<file path="src/rtl/conv_writeback.sv">
// conv_writeback: requantizes the core's signed accumulator results to 8 bits,
// buffers {addr, data} pairs in a small FIFO and writes them to output memory
// in depth-innermost order (addr = offset + pixel*depth + filter).
// Optional feature macro: WB_RELU_EN (ReLU + unsigned 0..255 saturation);
// when undefined, results saturate to signed -128..127.
// Handshakes: a result moves on acc_valid && acc_ready; a write completes on
// mem_we && mem_ready, with mem_addr/mem_wdata held stable until then.
module conv_writeback #(
    parameter int FIFO_DEPTH = 4,
    parameter int ADDR_W     = 16
) (
    input  logic              clk,
    input  logic              rst,
    input  logic              start,
    input  logic [7:0]        out_dim,
    input  logic [8:0]        out_depth,
    input  logic [ADDR_W-1:0] out_memory_offset,
    input  logic [3:0]        out_shift,
    input  logic              acc_valid,
    input  logic [17:0]       acc_data,
    output logic              acc_ready,
    output logic              mem_we,
    output logic [ADDR_W-1:0] mem_addr,
    output logic [7:0]        mem_wdata,
    input  logic              mem_ready,
    output logic              busy,
    output logic              done,
    output logic [1:0]        o_dbg_state
);

    localparam int PTR_W = $clog2(FIFO_DEPTH);
    localparam int CNT_W = PTR_W + 1;
    localparam int ENT_W = ADDR_W + 8;

    typedef enum logic [1:0] {S_IDLE = 2'd0, S_RUN = 2'd1, S_DRAIN = 2'd2, S_DONE = 2'd3} state_t;

    state_t r_state, w_state_next;

    logic [24:0]       r_total, r_accepted;
    logic [15:0]       r_pix, r_pix_last;
    logic [8:0]        r_filt, r_depth;
    logic [ADDR_W-1:0] r_offset, r_addr;
    logic [3:0]        r_shift;

    logic [ENT_W-1:0]  r_fifo [FIFO_DEPTH];
    logic [PTR_W-1:0]  r_wr_ptr, r_rd_ptr;
    logic [CNT_W-1:0]  r_count;
    logic              r_we;
    logic [ADDR_W-1:0] r_mem_addr;
    logic [7:0]        r_mem_wdata;

    logic              w_start_ok, w_full, w_acc_ready, w_push, w_pop, w_last;
    logic [24:0]       w_total;
    logic [15:0]       w_pix_last;
    logic [8:0]        w_filt_inc;
    logic signed [17:0] w_shifted;
    logic [7:0]        w_sat;
    logic [ENT_W-1:0]  w_entry;
    logic [CNT_W-1:0]  w_count_next;
    logic [PTR_W-1:0]  w_rd_next;
    logic              w_head_is_new;

    assign w_start_ok  = start && (r_state == S_IDLE || r_state == S_DONE);
    assign w_total     = 25'(out_dim) * 25'(out_dim) * 25'(out_depth);
    assign w_pix_last  = 16'(out_dim) * 16'(out_dim) - 16'd1;
    assign w_full      = (r_count == CNT_W'(FIFO_DEPTH));
    // RUN already implies busy; a full FIFO never accepts, even if it pops this cycle
    assign w_acc_ready = (r_state == S_RUN) && !w_full;
    assign w_push      = acc_valid && w_acc_ready;
    assign w_pop       = r_we && mem_ready;
    assign w_last      = w_push && (r_accepted == r_total - 25'd1);
    assign w_filt_inc  = r_filt + 9'd1;
    assign w_shifted   = $signed(acc_data) >>> r_shift;
    assign w_entry     = {r_addr, w_sat};

    assign acc_ready   = w_acc_ready;
    assign mem_we      = r_we;
    assign mem_addr    = r_mem_addr;
    assign mem_wdata   = r_mem_wdata;
    assign busy        = (r_state == S_RUN) || (r_state == S_DRAIN);
    assign done        = (r_state == S_DONE);
    assign o_dbg_state = r_state;

    // Requantize: arithmetic shift already applied, clamp to the 8-bit output range
    always_comb begin
        w_sat = w_shifted[7:0];
`ifdef WB_RELU_EN
        if (w_shifted < 18'sd0)
            w_sat = 8'd0;
        else if (w_shifted > 18'sd255)
            w_sat = 8'd255;
`else
        if (w_shifted > 18'sd127)
            w_sat = 8'h7F;
        else if (w_shifted < -18'sd128)
            w_sat = 8'h80;
`endif
    end

    // State register
    always_ff @(posedge clk or negedge rst) begin
        if (!rst)
            r_state <= S_IDLE;
        else
            r_state <= w_state_next;
    end

    // Next-state logic; an empty layer skips straight to DONE
    always_comb begin
        w_state_next = r_state;
        case (r_state)
            S_IDLE, S_DONE: if (start) w_state_next = (w_total == 25'd0) ? S_DONE : S_RUN;
            S_RUN:          if (w_last) w_state_next = S_DRAIN;
            S_DRAIN:        if (r_count == '0 && !r_we) w_state_next = S_DONE;
            default:        w_state_next = S_IDLE;
        endcase
    end

    // Latch layer config on start; step pixel/filter/address on each accepted result
    always_ff @(posedge clk or negedge rst) begin
        if (!rst) begin
            r_total    <= '0;
            r_accepted <= '0;
            r_pix      <= '0;
            r_pix_last <= '0;
            r_filt     <= '0;
            r_depth    <= '0;
            r_offset   <= '0;
            r_addr     <= '0;
            r_shift    <= '0;
        end else if (w_start_ok) begin
            r_total    <= w_total;
            r_accepted <= '0;
            r_pix      <= '0;
            r_pix_last <= w_pix_last;
            r_filt     <= '0;
            r_depth    <= out_depth;
            r_offset   <= out_memory_offset;
            r_addr     <= out_memory_offset;
            r_shift    <= out_shift;
        end else if (w_push) begin
            r_accepted <= r_accepted + 25'd1;
            if (r_pix == r_pix_last) begin
                r_pix  <= '0;
                r_filt <= w_filt_inc;
                r_addr <= r_offset + ADDR_W'(w_filt_inc);
            end else begin
                r_pix  <= r_pix + 16'd1;
                r_addr <= r_addr + ADDR_W'(r_depth);
            end
        end
    end

    // FIFO storage (no reset needed; occupancy is tracked by r_count)
    always_ff @(posedge clk) begin
        if (w_push)
            r_fifo[r_wr_ptr] <= w_entry;
    end

    assign w_count_next  = r_count + CNT_W'(w_push) - CNT_W'(w_pop);
    assign w_rd_next     = r_rd_ptr + PTR_W'(w_pop);
    assign w_head_is_new = ((r_count - CNT_W'(w_pop)) == '0);

    // FIFO pointers and the registered write port that mirrors the FIFO head
    always_ff @(posedge clk or negedge rst) begin
        if (!rst) begin
            r_wr_ptr    <= '0;
            r_rd_ptr    <= '0;
            r_count     <= '0;
            r_we        <= 1'b0;
            r_mem_addr  <= '0;
            r_mem_wdata <= '0;
        end else begin
            if (w_push)
                r_wr_ptr <= r_wr_ptr + PTR_W'(1);
            r_rd_ptr <= w_rd_next;
            r_count  <= w_count_next;
            r_we     <= (w_count_next != '0);
            if (w_count_next != '0) begin
                if (w_head_is_new)
                    {r_mem_addr, r_mem_wdata} <= w_entry;
                else
                    {r_mem_addr, r_mem_wdata} <= r_fifo[w_rd_next];
            end
        end
    end

endmodule
</file>
<file path="config.mk">
export PLATFORM = sky130hd
export DESIGN_NAME = conv_writeback
export DESIGN_NICKNAME = d
export VERILOG_FILES = /design/src/rtl/conv_writeback.sv
export SDC_FILE = /design/constraint.sdc
export NUM_CORES = 1
export LEC_CHECK = 0
export ABC_AREA = 0
export CAP_MARGIN = 40
export CORE_ASPECT_RATIO = 0.9
export CORE_MARGIN = 4
export CORE_UTILIZATION = 50
export CTS_BUF_LIST = sky130_fd_sc_hd__clkbuf_8
export DETAILED_ROUTE_END_ITERATION = 8
export PLACE_DENSITY = 0.68
export SETUP_SLACK_MARGIN = 0.5
export SLEW_MARGIN = 20
export SYNTH_ARGS = -nofsm -noshare
export SYNTH_HDL_FRONTEND = slang
export SYNTH_SLANG_ARGS = --single-unit
export TNS_END_PERCENT = 5
</file>
<file path="constraint.sdc">
create_clock -name clk -period 9.15 [get_ports clk]
set_clock_uncertainty 0.15 [all_clocks]
set_input_delay 2.745 -clock clk [delete_from_list [all_inputs] [get_ports clk]]
set_output_delay 2.745 -clock clk [all_outputs]
set_load 0.02 [all_outputs]
</file>
# Word level (Yosys, flattened, before mapping)

Memories as Yosys holds them, arrays and structs flattened.
Cells that the tools add are included.

Flip-flop bits (word level): 170
Bits in writable memories: 96
Input bits: 60
Output and inout port bits: 30
Word-level logic and storage cells: 86
Memories: 1

Add/subtract/negate cells: 12
Multiply operators: 3
$lt $le $gt $ge: 2
Equal/unequal tests: 9
Shift-type cells: 1
Muxes and demuxes: 22
Reductions and logical operators: 20

Memories:

| memory | depth | bits a word | read ports | clocked after memory_dff | write ports | line | source |
|---|---|---|---|---|---|---|---|
| r_fifo | 4     | 24          | 1          | 0                        | 1           | 45   | `logic [ENT_W-1:0] r_fifo [FIFO_DEPTH];` |

Operators with widths:

| cell                                                                   | count |
|---|---|
| 16-bit two-way mux                                                     | 7 |
| 25-bit two-way mux                                                     | 2 |
| 16-bit by 9-bit adder with 16-bit output                               | 2 |
| 8-bit by 8-bit multiplier with 16-bit output                           | 2 |
| 9-bit two-way mux                                                      | 3 |
| 25-bit by 1-bit adder with 25-bit output (second input constant)       | 1 |
| 25-bit equality test                                                   | 1 |
| 25-bit zero test                                                       | 1 |
| 16-bit by 9-bit multiplier with 25-bit output                          | 1 |
| 25-bit by 1-bit subtractor with 25-bit output (second input constant)  | 1 |
| 8-bit two-way mux                                                      | 3 |
| 18-bit by 8-bit > comparator with 1-bit output (second input constant) | 1 |
| 18-bit by 8-bit < comparator with 1-bit output (second input constant) | 1 |
| 18-bit by 4-bit >>> shifter with 18-bit output                         | 1 |
| 16-bit by 1-bit adder with 16-bit output (second input constant)       | 1 |
| 16-bit equality test                                                   | 1 |
| 16-bit by 1-bit subtractor with 16-bit output (second input constant)  | 1 |
| 9-bit by 1-bit adder with 9-bit output (second input constant)         | 1 |
| 2-bit two-way mux                                                      | 4 |
| 1-bit logical AND                                                      | 6 |
| 3-bit zero test                                                        | 2 |
| 2-bit case mux with 3 select lines                                     | 1 |
| 3-bit by 1-bit subtractor with 3-bit output                            | 2 |
| 2-bit equality test (second input constant)                            | 2 |
| 16 further kinds                                                       | 21 |

# Longest topological paths before layout

Gate-level depths: netlist of run 1.

Word-level depth: 7
Gate-level depth with buffers: 38
Gate-level depth less buffers: 36

# Worst setup path before layout of run 1

No wires, ideal clock.

Path kind: input to register
Start: input out_dim[5]
End: register r_state[1], in the netlist o_dbg_state[1]
Library setup time: 65 ps
Arrival time: 10999 ps
Slack: -2064 ps
Stages: 31
Cells stage by stage: clkbuf_1 > inv_1 > nor2_1 > fa_1 > inv_1 > fa_1 > fa_1 > fa_1 > inv_1 > ha_1 > o21ai_0 > a21oi_1 > o2111ai_1 > nand3b_1 > xor2_1 > and2_1 > fa_1 > fa_1 > inv_1 > fa_1 > fa_1 > inv_1 > ha_1 > o311ai_0 > a21oi_1 > a41oi_1 > o31ai_1 > a21oi_1 > xnor2_1 > o41ai_1 > mux2_4

Longest elaborated chain between the ends: 6

RTL lines:

| item                                          | line | source |
|---|---|---|
| from (decl)                                   | 15   | `input logic [7:0] out_dim,` |
| 8-bit by 8-bit multiplier with 16-bit output  | 64   | `assign w_total = 25'(out_dim) * 25'(out_dim) * 25'(out_depth);` |
| 16-bit by 9-bit multiplier with 25-bit output | 64   |  |
| 25-bit zero test                              | 112  | `S_IDLE, S_DONE: if (start) w_state_next = (w_total == 25'd0) ? S_DONE : S_RUN;` |
| 2-bit two-way mux (2 in a row)                | 112  |  |
| 2-bit case mux with 3 select lines            | 111  | `case (r_state)` |
| to (signal assigned)                          | 105  | `r_state <= w_state_next;` |
| to (decl)                                     | 37   | `state_t r_state, w_state_next;` |

Every way passes these cells. The select of a mux whose other input is x is not followed.
A chain may end at the register's enable or synchronous reset.

# Worst setup path in the final report of run 1

Start: input out_dim[2]
End: register r_state[1], in the netlist o_dbg_state[1]

The elaborated chain is that of the path after synthesis.

==> metrics.yaml, run 1 <==
worst_r2r_path_depth: 15
rsz0062_at_grt: "yes"
synth_commonest_cells: "283 x nand2_1, 223 x inv_1, 169 x dfrtp_1"
relSlewSlack: 0.458
netlist.area_leader.share: 0.199
r2r-end: "mem_wdata[4]"
yosysUniqueCellTypes: 78
fin_nets: 2773
grt_pass1_vias: 16700
drc: 0
setup_violations: 15
hold_path_class: "register to register"
period_share: 1.12
num_vias: 16200
htreeDepth: 2
first_iter_violations: 1011
fp.coreArea_mm2: 0.0418
wl_um: 48300
cp_data_arrival_time_ps: 10600
startpoint_type: "input pin"
required_ps: 9490
r2r-start: "o_dbg_state[1]"
portBuffers: 89
grt_pass1_wl_um: 82500
ys.flop_type: "dfrtp_1"
rows: 71
postCtsHoldBufs: 0
viasPerCell: 5.42
cap_violations: 0
grt_start_max_net_pins: 79
grt.total_usage: 0.215
numCtsBuffers: 43
ios: 90
end_kind: "register"
synth-edff-count: 96
synth_nets: 2501
rrSetupSlack_ps: 5300
fin_ws_ps: -1110
synth_largest_area_cell: "dfrtp_1"
cts.clk_slew.worst_paths_ps: 60
fillCellCount: 3461
slew_viol_final: 0
syn_inst: 2144
yosys-top-cells-area: "dfrtp_1 20%, fa_1 14%, edfxtp_1 14%"
fmaxAchievable_ghz: 0.0975
dieWidth_um: 225
cp_max_fo: 3
synth_seq_area_share: 0.335
netlist_area_mm2: 0.0212
hpwl_um: 36900
ant_nets: 0
yosysMostFrequentCell: "nand2_1"
overflow: 0
crit_end: "o_dbg_state[1]"
drive_gt1_frac: 0.194
clockRootBuffer: "clkbuf_8"
cpPeakStageDelay_ps: 570
startpoint: "out_dim[2]"
async_reset_ff_frac: 0.638
tightestPinTransition_ps: 803
violations: "setup timing"
firstDrtPassIters: 5
place_congestion: 0.906
areaGrowthSynthToFinish_pct: 21.7
dieArea_mm2: 0.0458
antenna_found_initial: 1
ys_ff_latch: 265
slowest_stage: "fa_1"
clockBufferDepth: 3
synth.avg_cell_area_um2: 9.90
clock_sinks: 265
yosys_warnings: 0
finalCriticalPeriod_ps: 10260
setup.worst_path.class: "input pin to register"
start_util: 0.507
cts_tree: "yes"
antenna_cells: 0
dieHeight_um: 203
cp_common_cell: "fa_1"
wl_per_cell_um: 16.1
status: "complete, but fails checks"
hold_violations: 0
clkLatencyLatePin_ps: 580
final_core_util: 0.617
worst min path at each step:
stage          slack [ps]            to  cells past startpoint         start
4_1_cts               330  mem_wdata[7]                      2  mem_wdata[7]
3_3_place_gp          310   mem_addr[7]                      2   mem_addr[7]
5_1_grt               350  mem_wdata[5]                      2  mem_wdata[5]
6_report              330   mem_addr[6]                      2   mem_addr[6]
3_5_place_dp          320  mem_wdata[7]                      2  mem_wdata[7]
2_1_floorplan         300   r_offset[0]                      2   r_offset[0]
sequential cells by signal, summed over array words and instances (netlist names), 9 cells and up:
| signal | count |
|---|---|
| mem_addr | 16 |
| r_accepted | 25 |
| r_addr | 16 |
| r_depth | 9 |
| r_fifo | 96 |
| r_filt | 9 |
| r_offset | 16 |
| r_pix | 16 |
| r_pix_last | 15 |
| r_total | 25 |
placed cells by master, fill, tap and decap left out, drive strengths merged, types with 13 or more instances in the layout:
master and n:
buf 229, xnor2 76, mux4 32, and2 82
fa 147, xor2 78, clkbuf 48, a211oi 17
o21ai 108, clkdlybuf4s50 80, and3 24, dfrtp 169
o211ai 13, a21oi 81, nor2b 23, mux2i 48
nand3 48, ha 150, nor2 125, nor3 29
nand2 284, a21o 21, nand2b 14, edfxtp 96
inv 240
logic make-up (layout without fill, tap and decap cells):
group,count (synthesis),count (layout),synth area share
compound gates,324,324,0.0951
xor+xnor,154,154,0.0636
fa+ha+maj,297,297,0.227
buf+inv,306,610,0.0550
flops,265,265,0.335
mux,92,92,0.0633
simple gates,706,706,0.161
what timing repair did:
action,4_1_cts,5_1_grt
pin swaps,105,33
buffers inserted,20,5
endpoints found under the setup margin,20,19
gates resized for setup,112,20
gates cloned,0,0
metal layers:
| layer | vias up | wire (um) | global-route usage |
|---|---|---|---|
| met5 | - | 13 | 0 |
| met4 | 2 | 799 | 0.0454 |
| met3 | 57 | 1920 | 0.0235 |
| met2 | 335 | 23600 | 0.364 |
| met1 | 8023 | 21900 | 0.303 |
| li1 | 7807 | - | - |
metrics by stage:
step	hold WS, ps	instances	setup WS [ps]	setup TNS [ps]	area (um^2)
final	329	2995	-1110	-8270	25800
after global routing	350	2995	-1430	-13410	25800
after CTS	333	2985	-1040	-7540	25600
after detailed placement	319	2888	-2400	-30830	24300
after global placement	311	2885	-2100	-26730	24300
after floorplan	300	2144	-1320	-11200	21600
layout make-up:
| class | instances | area (um^2) | area share |
|---|---|---|---|
| timing repair buffer | 310 | 2670 | 0.103 |
| clock inverter | 29 | 186 | 0.00722 |
| clock buffer | 48 | 661 | 0.0256 |
| inverter | 223 | 845 | 0.0327 |
| multi-input combinational | 1573 | 13700 | 0.529 |
| tap | 547 | 684 | 0.0265 |
| sequential | 265 | 7110 | 0.276 |
worst max-delay path: cells and delay by family:
| family | cells | cell delay [ps] |
|---|---|---|
| fa+ha+maj | 10 | 4040 |
| compound gates | 13 | 2290 |
| buf+inv | 7 | 560 |
| simple gates | 3 | 410 |
| mux | 1 | 200 |
| xor+xnor | 2 | 380 |
Power of run 1 is not shown: default switching activity piles up to over one toggle a cycle in this logic, so the estimate is an artifact.
==> run 2, diff against run 1 <==
==> constraint.sdc (replaced) <==
create_clock -name clk -period 10.09 [get_ports clk]
set_clock_uncertainty 0.15 [all_clocks]
set_input_delay 3.027 -clock clk [delete_from_list [all_inputs] [get_ports clk]]
set_output_delay 3.027 -clock clk [all_outputs]
set_load 0.02 [all_outputs]
==> metrics.yaml, run 2 (synthesis results as in run 1) <==
status: "complete, but fails checks"
violations: "setup timing"
first_iter_violations: 987  # -2.4%
fin_nets: 2749  # -0.87%
cts_tree: "yes"
antenna_cells: 0  # unchanged
required_ps: 10440  # +950 ps
relSlewSlack: 0.428  # -0.0296
cp_common_cell: "fa_1"
final_common_cell: "nand2_1"
firstDrtPassIters: 5  # unchanged
portBuffers: 89  # unchanged
layout_common_cells: "270 x nand2_1, 225 x inv_1, 187 x buf_4"
worst_r2r_path_depth: 15  # unchanged
fp.coreArea_mm2: 0.0418  # unchanged
fin_ws_ps: -378  # +733 ps
numCtsBuffers: 45  # +4.7%
cpPeakStageDelay_ps: 580  # about the same
grt.total_usage: 0.209  # -0.00583
drc: 0  # unchanged
clockBufferDepth: 3  # unchanged
clock_sinks: 265  # unchanged
cp_data_arrival_time_ps: 10820  # +220 ps
clkLatencyLatePin_ps: 580  # about the same
dieHeight_um: 203  # unchanged
slowest_stage: "fa_1"
top_regs: "r_fifo: 96 flops, r_accepted: 25 flops, r_total: 25 flops"
place_congestion: 0.902  # -0.45%
place_area_mm2: 0.0242  # -0.64%
cap_violations: 0  # unchanged
hold_path_class: "register to register"
rows: 71  # unchanged
wl_per_cell_um: 16.1  # -0.40%
largest_register_ff_count: 96  # unchanged
final_core_util: 0.613  # -0.00413
clockRootBuffer: "clkbuf_8"
dieArea_mm2: 0.0458  # unchanged
grt_start_max_net_pins: 82  # +3.8%
grt_pass1_vias: 16400  # -1.6%
areaGrowthSynthToFinish_pct: 20.8
drive_gt1_frac: 0.186  # -0.00780
hold_violations: 0  # unchanged
largest-register: "r_fifo"
overflow: 0  # unchanged
setup_violations: 3  # -12
ios: 90  # unchanged
cp_max_fo: 5  # +2
num_vias: 16200  # -0.27%
setup.worst_path.class: "input pin to register"
grt_pass1_wl_um: 80300  # -2.6%
end_kind: "register"
finalCriticalPeriod_ps: 10470
startpoint_type: "input pin"
antenna_found_initial: 0  # -1
tightestPinTransition_ps: 855  # +52.2 ps
design_area_mm2: 0.0256  # -0.67%
slew_viol_final: 0  # unchanged
hpwl_um: 36200  # -1.9%
htreeDepth: 2  # unchanged
viasPerCell: 5.44  # +0.43%
period_share: 1.04
pre_cts_slack_ps: -1640  # +768 ps
dieWidth_um: 225  # unchanged
min_path_cells: 2  # unchanged
wl_um: 47700  # -1.1%
ant_nets: 0  # unchanged
fmaxAchievable_ghz: 0.0955
rsz0062_at_grt: "yes"
whs_ps: 326  # -3.17 ps
cts.clk_slew.worst_paths_ps: 50  # about the same
start_util: 0.507  # unchanged
==> run 2: cell types whose count changed in the layout (fill, tap and decap cells not counted), moves of 4 or more <==
cell,change
buf_4,-22
inv_1,+4
and2_4,-5
xnor2_2,+4
and2_1,+5
o21ai_1,-5
xnor2_1,-4
==> run 2: critical path: cells and delay by family <==
kind                     cells  cell delay (ps)
buffers and inverters       10              690
AND/OR/NAND/NOR              6             1050
XOR/XNOR                     2              440
AO/OA/AOI/OAI                6              880
adder cells (fa/ha/maj)     10             4530
multiplexers                 1              180
==> run 2: layout make-up <==
| class | instances | area, um^2 |
|---|---|---|
| fill | 3457 | 16200 |
| multi-input combinational | 1573 | 13700 |
| sequential | 265 | 7110 |
| timing repair buffer | 284 | 2430 |
| inverter | 223 | 845 |
| clock buffer | 51 | 702 |
| tap | 547 | 684 |
| clock inverter | 31 | 169 |
==> run 2: through the flow <==
| step | cells | setup TNS (ps) |
|---|---|---|
| after floorplan | 2144 | -2420 |
| after global placement | 2868 | -14180 |
| after detailed placement | 2870 | -16730 |
| after CTS | 2966 | -871 |
| after global routing | 2974 | -3240 |
| final | 2974 | -691 |
==> run 2: final timing paths <==
| check | start | to | slack (ps) |
|---|---|---|---|
| min reg2reg | mem_wdata[7] | mem_wdata[7] | 330 |
| min | mem_wdata[7] | mem_wdata[7] | 330 |
| max | out_dim[2] | o_dbg_state[1] | -380 |
| max in group asynchronous | rst | r_pix_last[3] | 5630 |
| max reg2reg | o_dbg_state[1] | mem_wdata[2] | 6310 |
| min in group asynchronous | rst | mem_addr[14] | 2330 |
==> run 2: repair_timing <==
action,in CTS,in global routing
hold endpoints to repair,0,0
hold buffers,0,0
buffers inserted,14,4
endpoints found under the setup margin,18,18
gates resized for setup,72,60
cloned,0,0
pin swaps,54,48
==> run 2: routing by layer <==
metal / GRT usage / vias up / wire [um]
li1: - / 7758 / -
met1: 0.291 / 7996 / 21400
met2: 0.359 / 378 / 23700
met3: 0.0226 / 48 / 1980
met4: 0.0413 / 0 / 582
met5: 0 / - / 0
Power of run 2 is left out for the same reason.
==> run 3, diff against run 2 <==
--- a/config.mk
+++ b/config.mk
@@ -5,7 +5,8 @@
 export SDC_FILE = /design/constraint.sdc
 export NUM_CORES = 1
 export LEC_CHECK = 0
-export ABC_AREA = 0
+export ABC_AREA = 1
+export ABC_CLOCK_PERIOD_IN_PS = 10090
 export CAP_MARGIN = 40
 export CORE_ASPECT_RATIO = 0.9
 export CORE_MARGIN = 4
==> metrics.yaml, run 3 <==
status: "complete, but fails checks"
violations: "setup timing"
required_ps: 10440  # about the same
netlist.area_leader.share: 0.189  # -0.00991
wl_um: 57200  # +20%
startpoint_type: "input pin"
antenna_found_initial: 0  # unchanged
rsz0062_at_grt: "yes"
ys_ff_latch: 265  # unchanged
overflow: 0  # unchanged
r2r-end: "mem_wdata[5]"
async_reset_ff_frac: 0.638  # unchanged
slew_viol_final: 0  # unchanged
largest_register_ff_count: 96  # unchanged
setup.worst_path.class: "input pin to register"
yosys.area_share.simple: 0.247  # +0.0867
first_iter_violations: 1183  # +20%
yosysUniqueCellTypes: 58  # -26%
grtUsageMet3: 0.0231  # +0.000542
met1_usage: 0.319  # +0.0274
cp_common_cell: "fa_1"
hold_violations: 0  # unchanged
synth_seq_area_share: 0.319  # -0.0167
cpPeakStageDelay_ps: 560  # -20 ps
setup_violations: 4  # +1
hold_path_startpoint: "r_offset[0]"
dieWidth_um: 231  # +2.5%
dieArea_mm2: 0.0481  # +5.0%
period_share: 1.03  # -0.00418
final_common_cell: "nand2_1"
fmaxAchievable_ghz: 0.0959  # +0.40%
syn_inst: 2844  # +33%
synth_nets: 3201  # +28%
synth_largest_area_cell: "dfrtp_1"
clockRootBuffer: "clkbuf_8"
cts_tree: "yes"
ant_nets: 0  # unchanged
start_util: 0.506  # -0.000987
synth-edff-count: 96  # unchanged
htreeDepth: 2  # unchanged
antenna_cells: 0  # unchanged
drive_gt1_frac: 0.141  # -0.0452
min_to: "r_offset[0]"
largest-register: "r_fifo"
top_regs: "r_fifo: 96 flops, r_accepted: 25 flops, r_total: 25 flops"
fin_ws_ps: -336  # +42.2 ps
numCtsBuffers: 43  # -4.4%
cts.clk_slew.worst_paths_ps: 60  # about the same
rrSetupSlack_ps: 6210  # -100 ps
clock_sinks: 265  # unchanged
place_congestion: 0.884  # -2.0%
place_area_mm2: 0.0250  # +3.5%
end_kind: "register"
busiest_layer: "met2"
areaGrowthSynthToFinish_pct: 18.9
grt_start_max_net_pins: 84  # +2.4%
finalCriticalPeriod_ps: 10430  # -42.2 ps
yosys-top-cells-area: "dfrtp_1 19%, fa_1 13%, edfxtp_1 13%"
firstDrtPassIters: 6  # +1
relSlewSlack: 0.461  # +0.0325
layout_common_cells: "695 x nand2_1, 437 x inv_1, 243 x nor2_1"
portBuffers: 89  # unchanged
slowest_stage: "fa_1"
synth_mux_area_frac: 0.00135  # -0.0620
hold_path_class: "register to register"
tightestPinTransition_ps: 808  # -47.0 ps
cap_violations: 0  # unchanged
worst_r2r_path_depth: 16  # +1
clkLatencyLatePin_ps: 570  # about the same
cp_data_arrival_time_ps: 10780  # -40 ps
fp.coreArea_mm2: 0.0441  # +5.4%
drc: 0  # unchanged
num_vias: 19300  # +19%
r2r-start: "o_dbg_state[1]"
design_area_mm2: 0.0266  # +3.6%
cp_max_fo: 5  # unchanged
netlist_area_mm2: 0.0223  # +5.2%
yosysMostFrequentCell: "nand2_1"
grt.total_usage: 0.235  # +0.0258
synth_top_family_by_area: "simple AND/OR/NAND/NOR gates"
grt_pass1_vias: 19400  # +18%
final_core_util: 0.602  # -0.0109
synthAdderAreaFrac: 0.216  # -0.0113
rows: 73  # +2.8%
viasPerCell: 5.21  # -4.2%
yosys_warnings: 0  # unchanged
startpoint: "out_dim[4]"
fin_nets: 3430  # +25%
synth.avg_cell_area_um2: 7.85  # -21%
synth_compound_area_frac: 0.0875  # -0.00753
synth_commonest_cells: "733 x nand2_1, 440 x inv_1, 258 x nor2_1"
ios: 90  # unchanged
dieHeight_um: 208  # +2.5%
clockBufferDepth: 3  # unchanged
grt_use_met2: 0.410  # +0.0518
hpwl_um: 43900  # +21%
grt_pass1_wl_um: 94300  # +17%
ys.flop_type: "dfrtp_1"
wl_per_cell_um: 15.4  # -3.9%
min_path_cells: 2  # unchanged
synth-xor-area-share: 0.0367  # -0.0269
==> run 3: changes by cell type after synthesis, moves of 29 or more <==
cell     before  now
nand2_1     283  733
and2_1       82    2
nand3_1      48  177
xnor2_1      76   35
inv_1       223  440
xor2_1       78   49
a21oi_1      81  125
mux4_2       32    0
mux2i_1      48    3
nor2_1      125  258
==> run 3: how the worst max path moves through the flow <==
| stage | to | depth (start not counted) |
|---|---|---|
| floorplan | o_dbg_state[1] | 41 |
| CTS | o_dbg_state[1] | 44 |
| finish | o_dbg_state[1] | 43 |
| detailed placement | o_dbg_state[1] | 39 |
| global route | o_dbg_state[1] | 44 |
| global placement | o_dbg_state[1] | 42 |
==> run 3: through the flow <==
step / setup TNS (ps) / hold slack [ps] / setup slack (ps) / cells
after floorplan: -262 / 303 / -209 / 2844
after global placement: -13870 / 319 / -1190 / 3606
after detailed placement: -16210 / 326 / -1320 / 3608
after CTS: -3180 / 343 / -564 / 3689
after global routing: -4020 / 365 / -702 / 3707
final: -817 / 337 / -336 / 3707
==> run 3: kinds of logic after synthesis <==
kind of cell,after synthesis
adders and majority gates,297
muxes,3
buffers and inverters,532
xor gates and xnor gates,88
and+or+nand+nor,1306
DFF,265
AOI/OAI and AO/OA,353
==> run 3: worst max-delay path, delay by kind of cell <==
kind / cells / cell delay [ps]
fa+ha+maj: 10 / 4690
simple gates: 17 / 1560
buf+inv: 11 / 820
compound gates: 4 / 490
xor+xnor: 1 / 170
==> run 3: repair_timing <==
action                                  in CTS  in global routing
buffers inserted                             2                 15
endpoints found under the setup margin      19                 19
hold buffers                                 0                  0
gates cloned                                 0                  0
resized for setup                           45                 89
pin swaps                                   17                 53
==> run 3: final cells by class <==
type	instances	area, um^2
multi-input combinational	2047	13800
clock buffer	53	729
inverter	450	1700
clock inverter	26	165
tap	600	751
sequential	265	7110
fill	3919	17600
timing repair buffer	266	2310
==> run 3: per-layer routing <==
layer	share of wire	up-vias
met5	0	-
met4	0.017	0
met3	0.040	74
met2	0.49	411
met1	0.45	9292
li1	-	9538
Power of run 3 is left out for the same reason.
